$ cat config.mk
export PLATFORM = sky130hd
export DESIGN_NAME = led_share_arbiter
export DESIGN_NICKNAME = d
export VERILOG_FILES = /design/src/rtl/led_share_arbiter.sv
export SDC_FILE = /design/constraint.sdc
export NUM_CORES = 1
export LEC_CHECK = 0
export ABC_AREA = 1
export CORE_MARGIN = 10
export CORE_UTILIZATION = 40
export CTS_BUF_LIST = sky130_fd_sc_hd__clkbuf_4
export CTS_CLUSTER_SIZE = 30
export DETAILED_ROUTE_END_ITERATION = 8
export GPL_ROUTABILITY_DRIVEN = 1
export GPL_TIMING_DRIVEN = 0
export PLACE_DENSITY_LB_ADDON = 0.15
export SYNTH_ARGS = -nofsm -noshare
export SYNTH_HDL_FRONTEND = slang
export SYNTH_SLANG_ARGS = --single-unit
export TNS_END_PERCENT = 50
$ cat constraint.sdc
create_clock -name clk_clk -period 4.1 [get_ports clk_clk]
set_input_delay 0.82 -clock clk_clk [delete_from_list [all_inputs] [get_ports clk_clk]]
set_output_delay 0.82 -clock clk_clk [all_outputs]
set_load 0.05 [all_outputs]
$ cat src/rtl/led_share_arbiter.sv
// led_share_arbiter
//   Round-robin arbiter that shares the board's user LEDs between NUM_REQ
//   requesters. Request 0 is the HPS LED PIO export; the others are fabric
//   status sources. Only one owner drives the LEDs at a time. A blanking gap
//   separates consecutive owners. A hold-time limit forces a handover when an
//   owner has held the LEDs too long while others are waiting.
//
// Ports
//   clk_clk      in   1                single clock for all logic
//   reset_reset  in   1                synchronous, active-high reset
//   req          in   NUM_REQ          level request per requester
//   value        in   NUM_REQ*LED_W    flat LED patterns, requester i at [i*LED_W +: LED_W]
//   grant        out  NUM_REQ          one-hot current owner, zero when none
//   owner_id     out  clog2(NUM_REQ)   index of the current or last owner
//   leds         out  LED_W            registered LED drive
//   timeout      out  1                one-cycle pulse on a forced handover

module led_share_arbiter #(
    parameter int              NUM_REQ    = 4,
    parameter int              LED_W      = 10,
    parameter int              MAX_HOLD   = 1000,
    parameter int              GAP_CYCLES = 2,
    parameter logic [LED_W-1:0] IDLE_VALUE = '0
) (
    input  logic                         clk_clk,
    input  logic                         reset_reset,
    input  logic [NUM_REQ-1:0]           req,
    input  logic [NUM_REQ*LED_W-1:0]     value,
    output logic [NUM_REQ-1:0]           grant,
    output logic [$clog2(NUM_REQ)-1:0]   owner_id,
    output logic [LED_W-1:0]             leds,
    output logic                         timeout
);

    localparam int ID_W   = $clog2(NUM_REQ);
    localparam int HOLD_W = ($clog2(MAX_HOLD + 1) < 1) ? 1 : $clog2(MAX_HOLD + 1);
    localparam int GAP_W  = ($clog2(GAP_CYCLES + 1) < 1) ? 1 : $clog2(GAP_CYCLES + 1);

    // hold_cnt reads k-1 during the k-th owned cycle, so triggering at
    // MAX_HOLD-1 gives each owner exactly MAX_HOLD cycles before handover.
    localparam logic [HOLD_W-1:0] HOLD_SAT  = HOLD_W'(MAX_HOLD);
    localparam logic [HOLD_W-1:0] HOLD_TRIG = (MAX_HOLD == 0) ? '0 : HOLD_W'(MAX_HOLD - 1);
    localparam logic [GAP_W-1:0]  GAP_LOAD  = (GAP_CYCLES == 0) ? '0 : GAP_W'(GAP_CYCLES - 1);

    typedef enum logic [1:0] {
        IDLE,
        OWN,
        GAP
    } state_t;

    state_t              state, state_next;
    logic [NUM_REQ-1:0]  grant_next;
    logic [ID_W-1:0]     owner_next;
    logic [LED_W-1:0]    leds_next;
    logic                timeout_next;
    logic [HOLD_W-1:0]   hold_cnt, hold_next;
    logic [GAP_W-1:0]    gap_cnt, gap_next;

    logic                win_found;
    logic [ID_W-1:0]     win_idx;
    logic [ID_W-1:0]     cand;
    int                  idx;
    logic [NUM_REQ-1:0]  owner_mask;
    logic                others_waiting;
    logic                limit_hit;

    // Round-robin search starting just after the last owner. Because the
    // previous owner is examined last, a forced-out owner that keeps its
    // request high naturally queues behind everyone else.
    always_comb begin
        win_found = 1'b0;
        win_idx   = '0;
        idx       = 0;
        cand      = '0;
        for (int i = 1; i <= NUM_REQ; i++) begin
            idx = int'(owner_id) + i;
            if (idx >= NUM_REQ) begin
                idx = idx - NUM_REQ;
            end
            cand = ID_W'(idx);
            if (!win_found && req[cand]) begin
                win_found = 1'b1;
                win_idx   = cand;
            end
        end
    end

    // Helper terms for the ownership state: who else is asking, and whether
    // the current owner has used up its allowance.
    always_comb begin
        owner_mask     = NUM_REQ'(1) << owner_id;
        others_waiting = |(req & ~owner_mask);
        limit_hit      = (MAX_HOLD != 0) && (hold_cnt >= HOLD_TRIG);
    end

    // Next-state and next-output logic. Every output is computed here and
    // registered below, so the pins never see combinational glitches.
    always_comb begin
        state_next   = state;
        grant_next   = grant;
        owner_next   = owner_id;
        leds_next    = leds;
        timeout_next = 1'b0;
        hold_next    = hold_cnt;
        gap_next     = gap_cnt;

        case (state)
            IDLE: begin
                grant_next = '0;
                leds_next  = IDLE_VALUE;
                if (win_found) begin
                    state_next = OWN;
                    grant_next = NUM_REQ'(1) << win_idx;
                    owner_next = win_idx;
                    leds_next  = value[win_idx*LED_W +: LED_W];
                    hold_next  = '0;
                end
            end

            OWN: begin
                leds_next = value[owner_id*LED_W +: LED_W];
                if (hold_cnt != HOLD_SAT) begin
                    hold_next = hold_cnt + HOLD_W'(1);
                end
                // A voluntary release wins over a coincident limit hit, so
                // timeout only fires while the owner is still requesting.
                if (!req[owner_id] || (limit_hit && others_waiting)) begin
                    timeout_next = req[owner_id];
                    grant_next   = '0;
                    leds_next    = IDLE_VALUE;
                    hold_next    = '0;
                    gap_next     = GAP_LOAD;
                    state_next   = (GAP_CYCLES == 0) ? IDLE : GAP;
                end
            end

            GAP: begin
                grant_next = '0;
                leds_next  = IDLE_VALUE;
                if (gap_cnt == '0) begin
                    state_next = IDLE;
                end else begin
                    gap_next = gap_cnt - GAP_W'(1);
                end
            end

            default: begin
                state_next = IDLE;
                grant_next = '0;
                leds_next  = IDLE_VALUE;
            end
        endcase
    end

    // State and output registers. Reset parks the arbiter idle with the last
    // owner set to NUM_REQ-1 so requester 0 has top priority afterwards.
    always_ff @(posedge clk_clk) begin
        if (reset_reset) begin
            state    <= IDLE;
            grant    <= '0;
            owner_id <= ID_W'(NUM_REQ - 1);
            leds     <= IDLE_VALUE;
            timeout  <= 1'b0;
            hold_cnt <= '0;
            gap_cnt  <= '0;
        end else begin
            state    <= state_next;
            grant    <= grant_next;
            owner_id <= owner_next;
            leds     <= leds_next;
            timeout  <= timeout_next;
            hold_cnt <= hold_next;
            gap_cnt  <= gap_next;
        end
    end

endmodule
======== Word-level counts from Yosys, hierarchy flattened ========
Index checks and enable logic that the tools add are counted.
storage, ports and cells
  bits in registers ....................... 31
  output and inout port bits .............. 17
  word-level logic and storage cells ...... 103
cells by class
  reduce and logical (&&, ||, !) cells .... 19
  bitwise operators ....................... 4
  add/subtract/negate cells ............... 10
  order comparisons ....................... 10
  muxes and demuxes ....................... 39
  equality and inequality tests ........... 8
  shifts and indexed selects .............. 4
  multiply operators ...................... 2
operators by type and width
  operator                                                                number
  40-bit by 7-bit variable part select with 10-bit output                 2
  10-bit two-way mux                                                      5
  10-bit one-hot mux with 2 select lines                                  2
  2-bit two-way mux                                                       13
  2-bit by 3-bit < comparator with 1-bit output (second input constant)   5
  10-bit by 1-bit adder with 10-bit output (second input constant)        1
  1-bit binary-select mux with 2-bit select                               5
  10-bit >= comparator (second input constant)                            1
  2-bit by 3-bit multiplier with 5-bit output (second input constant)     2
  10-bit inequality test (second input constant)                          1
  2-bit by 1-bit subtractor with 2-bit output (second input constant)     5
  3-bit >= comparator (second input constant)                             3
  1-bit two-way mux                                                       9
  3-bit AND reduction                                                     3
  4-bit two-way mux                                                       2
  2-bit inequality test (second input constant)                           4
  4-bit one-hot mux with 2 select lines                                   1
  1-bit by 2-bit left shift with 4-bit output (first input constant)      2
  2-bit by 2-bit adder with 3-bit output (second input constant)          2
  2-bit one-hot mux with 3 select lines                                   1
  2-bit by 3-bit adder with 4-bit output (second input constant)          1
  4-bit AND                                                               1
  4-bit by 3-bit >= comparator with 1-bit output (second input constant)  1
  1-bit logical AND                                                       4
  other kinds (14)                                                        20

======== Logic depth before layout (Yosys ltp) ========
Gate-level depths: netlist of the first run.
  word-level depth ........................ 19
  depth in mapped cells ................... 17
  gate-level depth less buffers ........... 16

======== Worst setup path before layout of the first run ========
OpenSTA, ideal clock, no wires.
  path type ............................... reg2reg
  from .................................... reg owner_id[1]
  to ...................................... reg leds[0]
  required time ........................... 3.967 ns
  stages on the path, launching flop included .. 16
  path slack .............................. 1.387 ns
  arrival ................................. 2.579 ns
  path buffers ............................ 2
  cell sequence ........................... dfxtp_1 > inv_1 > clkbuf_1 > ha_1 > inv_1 > nand3_1 > nand2_1 > inv_2 > nand3b_1 > nand3_1 > buf_2 > nand2_1 > o21ai_0 > inv_1 > nand2_1 > a21oi_2
between the ends
  cells in the longest elaborated chain, start to end .. 19
  elaborated cells between the ends (all ways) .. 54
RTL lines
  item                                                                                line    text
  start: declaration                                                                  30      output logic [$clog2(NUM_REQ)-1:0] owner_id,
  start signal: assignment                                                            161     owner_id <= ID_W'(NUM_REQ - 1);
  start signal: assignment                                                            169     owner_id <= owner_next;
  2-bit by 1-bit adder with 3-bit output                                              76      idx = int'(owner_id) + i;
  3-bit >= comparator or 2-bit by 1-bit subtractor with 2-bit output (tied branches)  77, 78
  2-bit two-way mux                                                                   77      if (idx >= NUM_REQ) begin
  1-bit binary-select mux with 2-bit select                                           81      if (!win_found && req[cand]) begin
  1-bit two-way mux (not written as such)                                             81
  1-bit two-way mux                                                                   81
  1-bit logical NOT                                                                   81
  1-bit logical AND                                                                   81
  [... 3 more ...]                                                                    -
  1-bit two-way mux                                                                   81
  1-bit logical NOT                                                                   81
  1-bit logical AND                                                                   81
  2-bit two-way mux                                                                   81
  2-bit by 3-bit multiplier with 5-bit output                                         115     leds_next = value[win_idx*LED_W +: LED_W];
  40-bit by 7-bit variable part select with 10-bit output                             115
  10-bit two-way mux                                                                  111     if (win_found) begin
  10-bit one-hot mux with 2 select lines (*)                                          107     case (state)
  end signal: assignment                                                              170     leds <= leds_next;
  end: declaration                                                                    31      output logic [LED_W-1:0] leds,
Mark *: on every way between the ends. The rest lies on a longest branch, timed or not. The select of a mux whose other input is x is not followed.
A chain may end at the register's enable or synchronous reset.

======== Final worst setup path of the first run ========
  from .................................... reg owner_id[1]
  to ...................................... reg leds[9]
The elaborated chain is that of the path after synthesis.

==> results of run 1 <==
-- flip-flops by register name, indices dropped and copies added (netlist names) --
signal / flops
timeout: 1
gap_cnt: 2
leds: 10
grant: 4
owner_id: 2
state: 2
hold_cnt: 10
-- layer usage --
layer,track usage,wire length [um],share of wire,vias up
met4,0.0500,121,0.014,0
met5,0,0,0,-
met2,0.274,3950,0.46,110
met1,0.210,3850,0.45,1386
met3,0.0446,625,0.073,13
li1,-,-,-,1521
-- layout make-up --
class / instances / area, um^2
plain buffers: 21 / 121
clock buffers: 5 / 37.5
clock inverters: 3 / 38.8
fillers: 664 / 2940
inverters: 66 / 248
multi-input cells: 309 / 1610
flip-flops and latches: 31 / 621
well taps: 77 / 96.3
repair buffers: 61 / 611
-- power by group through the flow --
stage	clock network (mW)	logic, mW	registers, mW
finish	0.244	2.12	0.439
global route	0.260	2.34	0.449
CTS	0.252	2.11	0.439
detailed placement	0	2.10	0.446
global placement	0	2.08	0.444
floorplan	0	1.36	0.634
-- kinds of logic (layout without fill, tap and decap cells) --
kind of cell,count (synthesis),count (layout),share of synthesized area
compound gates,74,74,0.156
xor+xnor,6,6,0.0203
fa+ha+maj,7,7,0.0337
buf+inv,87,156,0.142
flops,31,31,0.239
simple gates,222,222,0.409
-- through the flow --
stage	area [um^2]	utilization	power, mW	instances	worst slack, ns
2_1_floorplan	2590	-	2.00	427	1.39
3_3_place_gp	3300	0.523	2.52	565	1.09
3_5_place_dp	3300	0.523	2.54	565	1.08
4_1_cts	3380	0.535	2.80	573	1.06
5_1_grt	3380	0.535	3.05	573	0.769
6_report	3380	0.535	2.80	573	1.04
-- worst min-delay path by stage --
| stage | slack, ns | start | endpoint | cells after the start |
|---|---|---|---|---|
| 2_1_floorplan | 0.45 | gap_cnt[0]$_SDFFE_PP0P_ | gap_cnt[0]$_SDFFE_PP0P_ | 2 |
| 3_3_place_gp | 0.47 | gap_cnt[0]$_SDFFE_PP0P_ | gap_cnt[0]$_SDFFE_PP0P_ | 2 |
| 3_5_place_dp | 0.47 | grant[0]$_SDFFE_PP0P_ | grant[0]$_SDFFE_PP0P_ | 2 |
| 4_1_cts | 0.48 | grant[0]$_SDFFE_PP0P_ | grant[0]$_SDFFE_PP0P_ | 2 |
| 5_1_grt | 0.52 | grant[3]$_SDFFE_PP0P_ | grant[3]$_SDFFE_PP0P_ | 2 |
| 6_report | 0.48 | grant[1]$_SDFFE_PP0P_ | grant[1]$_SDFFE_PP0P_ | 2 |
-- Yosys cell counts, drive strengths merged --
cell type  number
nor3           11
o21ai          27
ha              7
nor4            1
or2             3
nand2         100
a21oi          42
inv            66
nor2           42
clkbuf          8
nand3b          2
buf            13
xnor2           2
a31oi           1
xor2            4
o22ai           2
o221ai          2
dfxtp          31
nand3          49
nand4          14
-- worst max-delay path, cell delays in order, from the launching register on --
cell	delay, ns
dfxtp_1	0.43
inv_1	0.23
clkbuf_1	0.53
ha_1	0.39
inv_1	0.11
nand3_1	0.10
nand2_1	0.08
inv_2	0.06
nand3b_1	0.10
nand2_1	0.07
nor2_2	0.22
buf_4	0.23
nand3_1	0.09
nand3_1	0.09
nor2_1	0.04
nor2_1	0.12
nor2_1	0.05
==> run metrics, run 1 <==
status finished, final reports clean; part of the power in combinational logic 0.756; Die Y 101 um; Crit Path Class reg2reg; Nets 548; Seq cells post-synth 31; DRC viols 0; gpl congestion 0.938; syn nets 480; Post CTS Setup Buffer Count 0; share of the synthesized area in the top cell type 0.239; die width 101 um; Worst setup EP type register; CTS Root Cell clkbuf_4; CTS hold repair buffers 0; min Tclk post-route 3.06 ns; Area growth, synth to finish 30.2%; DIE AREA 0.0101 mm^2; max_cap viols 0; H-tree depth 2; DRT Wirelength 8540 um; CP endpoint leds[9]$_SDFF_PP0_; Min Hold Slack 0.482 ns; post-route ant nets 0; Tot GR Track Use 0.168; Ports 63; Max-slew headroom 0.577; post-CTS sizing 0; Detailed Route Iter0 Violations 233; Power per Cell Area 830 mW/mm^2; sequential element share of the synthesized area 0.239; # diodes 0; Reg2Reg Depth 16; global-route wire length before repair 14200 um; layout cells sized above 1 0.0988; Max Slew Vio Count 0; CTS Sinks 31; top cells by area, synth dfxtp_1, nand2_1, nand3_1; clk_skew 0.0133 ns; final setup fails 0; worst setup path start owner_id[1]$_SDFFE_PP1P_; fmax 326 MHz; Via Count 3030; Hold Fails Final Rpt 0; P_sw 1.58 mW; Worst R2R Start owner_id[1]$_SDFFE_PP1P_; Netlist cell types 34; Switching Share 0.565; antenna violations before repair 0; Clk Latency, worst-skew pair 0.35 ns; Mean Syn Cell Area 6.08 um^2; most frequent cells in the layout nand2_1, inv_1, clkdlybuf4s50_1; PortBufs 61; Startpoint Class register; commonest non-fill, non-tap cell in the layout nand2_1; Int Pwr 1.22 mW; reg-to-reg endpoint leds[9]$_SDFF_PP0_; CTS Buffer Depth 2; clock tree from TritonCTS done; critical path data arrival time 3.29 ns; Reg2Reg Setup Slack 1.04 ns; Pre-antenna DRT Iters 5; HPWL reported at the end of detailed placement 6470 um; CTS buffer count 5; core area 0.00631 mm^2; Routed WL per cell 14.9 um; Yosys warning total 0; number of global-route vias before repair 2998; Mapped Area 0.00259 mm^2; worst-margin pin slew 0.635 ns; VDD IR-drop max 0.418 mV; CP Max Fanout 11; grt ovf 0; DR vias/cell 5.29; Initial Util 0.411; Final Cycle Share 0.747; # rows 29; RSZ-0062 raised after global routing no; Flop pwr share 0.157; clk slew on worst S/H paths 0.10 ns; CP required 4.32 ns; largest net degree at the start of global routing 12; leading area contributor after synthesis dfxtp_1; P_leak 1.53 nW; clock group share of total power 0.087; Fin Setup TNS 0 ns; Post-Synthesis Cells 427; HP Class reg2reg
(Power assumes the default switching activity.)
==> run 2: changes to the inputs <==
==> constraint.sdc (replaced) <==
create_clock -name clk_clk -period 3 [get_ports clk_clk]
set_input_delay 0.6 -clock clk_clk [delete_from_list [all_inputs] [get_ports clk_clk]]
set_output_delay 0.6 -clock clk_clk [all_outputs]
set_load 0.05 [all_outputs]
==> run metrics, run 2 (synthesis gave the netlist of run 1 again) <==
Tot GR Track Use 0.167 (was 0.168); CTS hold repair buffers 0 (unchanged); fmax 369 MHz (was 326 MHz); Startpoint Class register (unchanged); H-tree depth 2 (unchanged); worst-margin pin slew 0.599 ns (was 0.635 ns); grt ovf 0 (unchanged); global-route wire length before repair 14200 um (about the same); critical path data arrival time 2.93 ns (was 3.29 ns); final setup fails 0 (unchanged); clock tree from TritonCTS done (unchanged); final core utilization 0.539 (was 0.535); core area 0.00631 mm^2 (unchanged); CTS buffer count 5 (unchanged); design area 0.00340 mm^2 (was 0.00338 mm^2); clk_skew 0.0143 ns (was 0.0133 ns); Area growth, synth to finish 31.1% (was 30.2%); Final Cycle Share 0.904 (was 0.747); min Tclk post-route 2.71 ns (was 3.06 ns); PortBufs 61 (unchanged); Max-slew headroom 0.601 (was 0.577); DR vias/cell 5.36 (was 5.29); Die Y 101 um (unchanged); status finished, final reports clean (unchanged); DIE AREA 0.0101 mm^2 (unchanged); Setup WS pre-CTS -0.0200 ns (was 1.08 ns); Min Hold Slack 0.483 ns (was 0.482 ns); Fin Setup TNS 0 ns (unchanged); CP required 3.22 ns (was 4.32 ns); Worst setup EP type register (unchanged); clk slew on worst S/H paths 0.11 ns (was 0.10 ns); Initial Util 0.411 (unchanged); gpl congestion 0.938 (unchanged); Max Slew Vio Count 0 (unchanged); Routed WL per cell 14.8 um (was 14.9 um); Ports 63 (unchanged); layout cells sized above 1 0.108 (was 0.0988); hold path cells 2 (unchanged); RSZ-0062 raised after global routing no (unchanged); Nets 550 (was 548); number of global-route vias before repair 2995 (was 2998); Detailed Route Iter0 Violations 255 (was 233); # diodes 0 (unchanged); Final WS setup 0.288 ns (was 1.04 ns); largest net degree at the start of global routing 17 (was 12); commonest non-fill, non-tap cell in the layout nand2_1 (unchanged); DRT Wirelength 8540 um (about the same); Pre-antenna DRT Iters 5 (unchanged); top flop regs hold_cnt: 10 flops, leds: 10 flops, grant: 4 flops (unchanged); CTS Root Cell clkbuf_4 (unchanged); Post-Layout Cell Count 575 (was 573); VDD IR-drop max 0.599 mV (was 0.418 mV); P_leak 1.53 nW (about the same); HPWL reported at the end of detailed placement 6470 um (unchanged); Reg2Reg Depth 15 (was 16); Reg2Reg Setup Slack 0.29 ns (was 1.04 ns); HP Class reg2reg (unchanged); dpl cells 565 (unchanged); Via Count 3081 (was 3030); Clk Latency, worst-skew pair 0.35 ns (about the same); antenna violations before repair 0 (unchanged); CTS Buffer Depth 2 (unchanged); DRC viols 0 (unchanged); reg-to-reg endpoint leds[7]$_SDFF_PP0_ (was leds[9]$_SDFF_PP0_); Final Power 3.86 mW (was 2.80 mW); most frequent cells in the layout nand2_1, inv_1, clkdlybuf4s50_1 (unchanged); Post-DP Area 0.00330 mm^2 (unchanged); Hold Fails Final Rpt 0 (unchanged); Hold EP grant[1]$_SDFFE_PP0P_ (unchanged); Power per Cell Area 1130 mW/mm^2 (was 830 mW/mm^2); CP Max Fanout 10 (was 11); Hold Crit Start grant[1]$_SDFFE_PP0P_ (unchanged); Crit Path Class reg2reg (unchanged); post-route ant nets 0 (unchanged); die width 101 um (unchanged); Worst R2R Start owner_id[1]$_SDFFE_PP1P_ (unchanged); max_cap viols 0 (unchanged); # rows 29 (unchanged); CTS Sinks 31 (unchanged)
run 2: final cells by class:
type                       count  area [um^2]
timing repair buffer          64          633
inverter                      66          251
multi-input combinational    309         1610
clock buffer                   5         37.5
tap                           77         96.3
sequential                    31          622
buffer                        20          118
clock inverter                 3         38.8
fill                         661         2910
run 2: report_power, final:
group          leakage, nW  switching (mW)  total (mW)  internal [mW]
Sequential           0.254          0.0818       0.605          0.523
Clock               0.0426           0.161       0.333          0.171
Combinational         1.24            1.93        2.92          0.992
Total                 1.53            2.17        3.86           1.69
run 2: repair_timing:
action | CTS | global route
endpoints found under the setup margin | 3 | 10
pin swaps | 0 | 0
gates resized for setup | 0 | 2
buffers inserted | 0 | 3
run 2: worst max path at each step:
| stage | slack (ns) | endpoint | from | cells past startpoint |
|---|---|---|---|---|
| after floorplan | 0.29 | leds[0]$_SDFF_PP0_ | owner_id[1]$_SDFFE_PP1P_ | 15 |
| after global placement | -0.005 | leds[7]$_SDFF_PP0_ | owner_id[1]$_SDFFE_PP1P_ | 16 |
| after detailed placement | -0.02 | leds[7]$_SDFF_PP0_ | owner_id[1]$_SDFFE_PP1P_ | 16 |
| after CTS | 0.17 | leds[0]$_SDFF_PP0_ | owner_id[1]$_SDFFE_PP1P_ | 14 |
| after global routing | 0.02 | leds[0]$_SDFF_PP0_ | owner_id[1]$_SDFFE_PP1P_ | 14 |
| final | 0.29 | leds[7]$_SDFF_PP0_ | owner_id[1]$_SDFFE_PP1P_ | 15 |
run 2: critical path, stage by stage, from the launching register on:
cell        delay, ns
dfxtp_1          0.59
clkinvlp_4       0.25
ha_1             0.36
inv_1            0.11
nand3_1          0.10
nand2_1          0.08
inv_2            0.06
nand3b_1         0.10
nand2_1          0.07
nor2_2           0.22
buf_4            0.23
nand3_1          0.09
nand3_1          0.10
nor2_1           0.05
nor2_1           0.11
nor2_1           0.05
run 2: layer usage:
layer,vias to the layer above,part of all wire,GRT usage,routed length [um]
met5,-,0,0,0
met4,0,0.015,0.0500,129
met3,17,0.068,0.0446,584
met2,114,0.46,0.273,3950
met1,1422,0.45,0.209,3870
li1,1528,-,-,-
==> edit (flow settings as in run 2) <==
Remove the register `timeout`: a continuous assignment takes its place, so the output `timeout` follows one clock earlier. Comments in the files are not updated.
--- a/src/rtl/led_share_arbiter.sv
+++ b/src/rtl/led_share_arbiter.sv
@@ -160,7 +160,6 @@
             grant    <= '0;
             owner_id <= ID_W'(NUM_REQ - 1);
             leds     <= IDLE_VALUE;
-            timeout  <= 1'b0;
             hold_cnt <= '0;
             gap_cnt  <= '0;
         end else begin
@@ -168,10 +167,11 @@
             grant    <= grant_next;
             owner_id <= owner_next;
             leds     <= leds_next;
-            timeout  <= timeout_next;
             hold_cnt <= hold_next;
             gap_cnt  <= gap_next;
         end
     end
 
+    assign timeout = timeout_next;
+
 endmodule
Formal check against the unedited RTL: same outputs for any inputs over 10 cycles, from zero or initial values and one cycle with reset_reset high; that may be too few to reach the edited logic, so the function may still have changed.
==> edit against run 2 <==
Worst setup slack worse by 100 ps; global-route usage is 0.70 points lower; total power is 6.9% lower; critical path type is now reg2out; synthesized area is 5.7% lower; largest power group unchanged; sequential cell count is 1 lower; final area is 4.8% lower; combinational power is 8.2% lower; routed wire length is 5.7% lower; via count is 3.8% lower.
==> edit: results (changes against run 2) <==
Syn Nets=466 (-2.9%); met3 usage=5.215% (+0.76 points); Clock Sinks=30 (-3.2%); GRT Util Overall=16.02% (-0.70 points); clock latency on the worst-skew pair=330 ps (-20 ps); nonclk buf count=79 (-6.0%); sw power=0.002019 W (-6.9%); Clock Network Area Fraction=2.395% (+0.15 points); Multi-input comb cells=306 (-0.97%); full die area=9647 µm² (-4.6%); Logic inverters=58 (-12%); Reg-to-Reg End=leds[1]$_SDFF_PP0_; syn_area_per_cell=5.926 µm² (-2.5%); met2 Use GR=26.09% (-1.3 points); post-synthesis xor/xnor area fraction=2.147% (+0.12 points); sequential cell area share=18.58% (+0.30 points); ranking of synthesized cells by area=dfxtp_1 25%, nand2_1 16%, inv_1 8.3%; Post-Route Skew=6.193 ps (-8.130 ps); Synth top cells by count=103 x nand2_1, 54 x inv_1, 38 x a21oi_1, 38 x nor2_1, 33 x nand3_1; post-place setup slack=-231.1 ps (-211.1 ps); clk_buf instances=5 (unchanged); post-synthesis adder-cell area fraction=3.579% (+0.20 points); Register Area=601.8 µm² (-3.2%); CP endpoint=timeout; vias per inst=5.333 (-0.48%); vias in the first global route=2,862 (-4.4%); NonClk Buf Share=22.25% (+0.18 points); yosys warns=0 (unchanged); fin crit share=93.73% (+3.3 points); DR pass1 iterations=5 (unchanged); R2R setup slack=430 ps (+140 ps); relative slew slack=62.34% (+2.3 points); post-CTS setup buffer count=1 (+1); worst r2r src=owner_id[0]$_SDFFE_PP1P_; first-pass GRT wire length=13,440 µm (-5.0%); switching share of power=56.23% (about the same); Placed Area=3157 µm² (-4.4%); Wirelength per Cell=14.48 µm (-2.5%); crit-path max FO=19 (+9); GP Congestion=0.8966 (-4.4%); Peak VDD IR=0.5693 mV (-4.9%); met1 usage=19.63% (-1.3 points); share of cells above drive strength 1=7.900% (-2.9 points); Compound-Gate Fraction of Synth Area=17.23% (+1.7 points); largest net degree at the start of global routing=20 (+3); fillcell total=619 (-6.4%); Initial DRC Count=212 (-17%); placed insts=549 (-2.8%); library cells used by synthesis=39 (+15%); CTS resizes=5 (+5); leakage power=1.395 nW (-9.1%); fraction of area in multi-input gates=47.01% (-0.18 points); Top Family by Delay on Critical Path=buffers and inverters; status=complete, no violations; Comb group=0.00268 W (-8.2%); Clk power=0.000328 W (-2%); final net count=533 (-3.1%); arrival time at the worst endpoint=2210 ps (-720 ps)
[edit: worst min-delay path by stage]
stage | from | to | slack [ps] | cells past startpoint
after global placement | grant[2]$_SDFFE_PP0P_ | grant[2]$_SDFFE_PP0P_ | 460 | 2
after detailed placement | grant[0]$_SDFFE_PP0P_ | grant[0]$_SDFFE_PP0P_ | 460 | 2
final | grant[0]$_SDFFE_PP0P_ | grant[0]$_SDFFE_PP0P_ | 480 | 2
after CTS | grant[0]$_SDFFE_PP0P_ | grant[0]$_SDFFE_PP0P_ | 480 | 2
after floorplan | gap_cnt[1]$_SDFFE_PP0P_ | gap_cnt[1]$_SDFFE_PP0P_ | 460 | 2
after global routing | grant[2]$_SDFFE_PP0P_ | grant[2]$_SDFFE_PP0P_ | 520 | 2
[edit: per-layer routing]
layer | share of wire, % | routed length, µm
met1 | 44 | 3520
met2 | 44 | 3554
met3 | 10 | 808
met4 | 2.1 | 166
met5 | 0 | 0
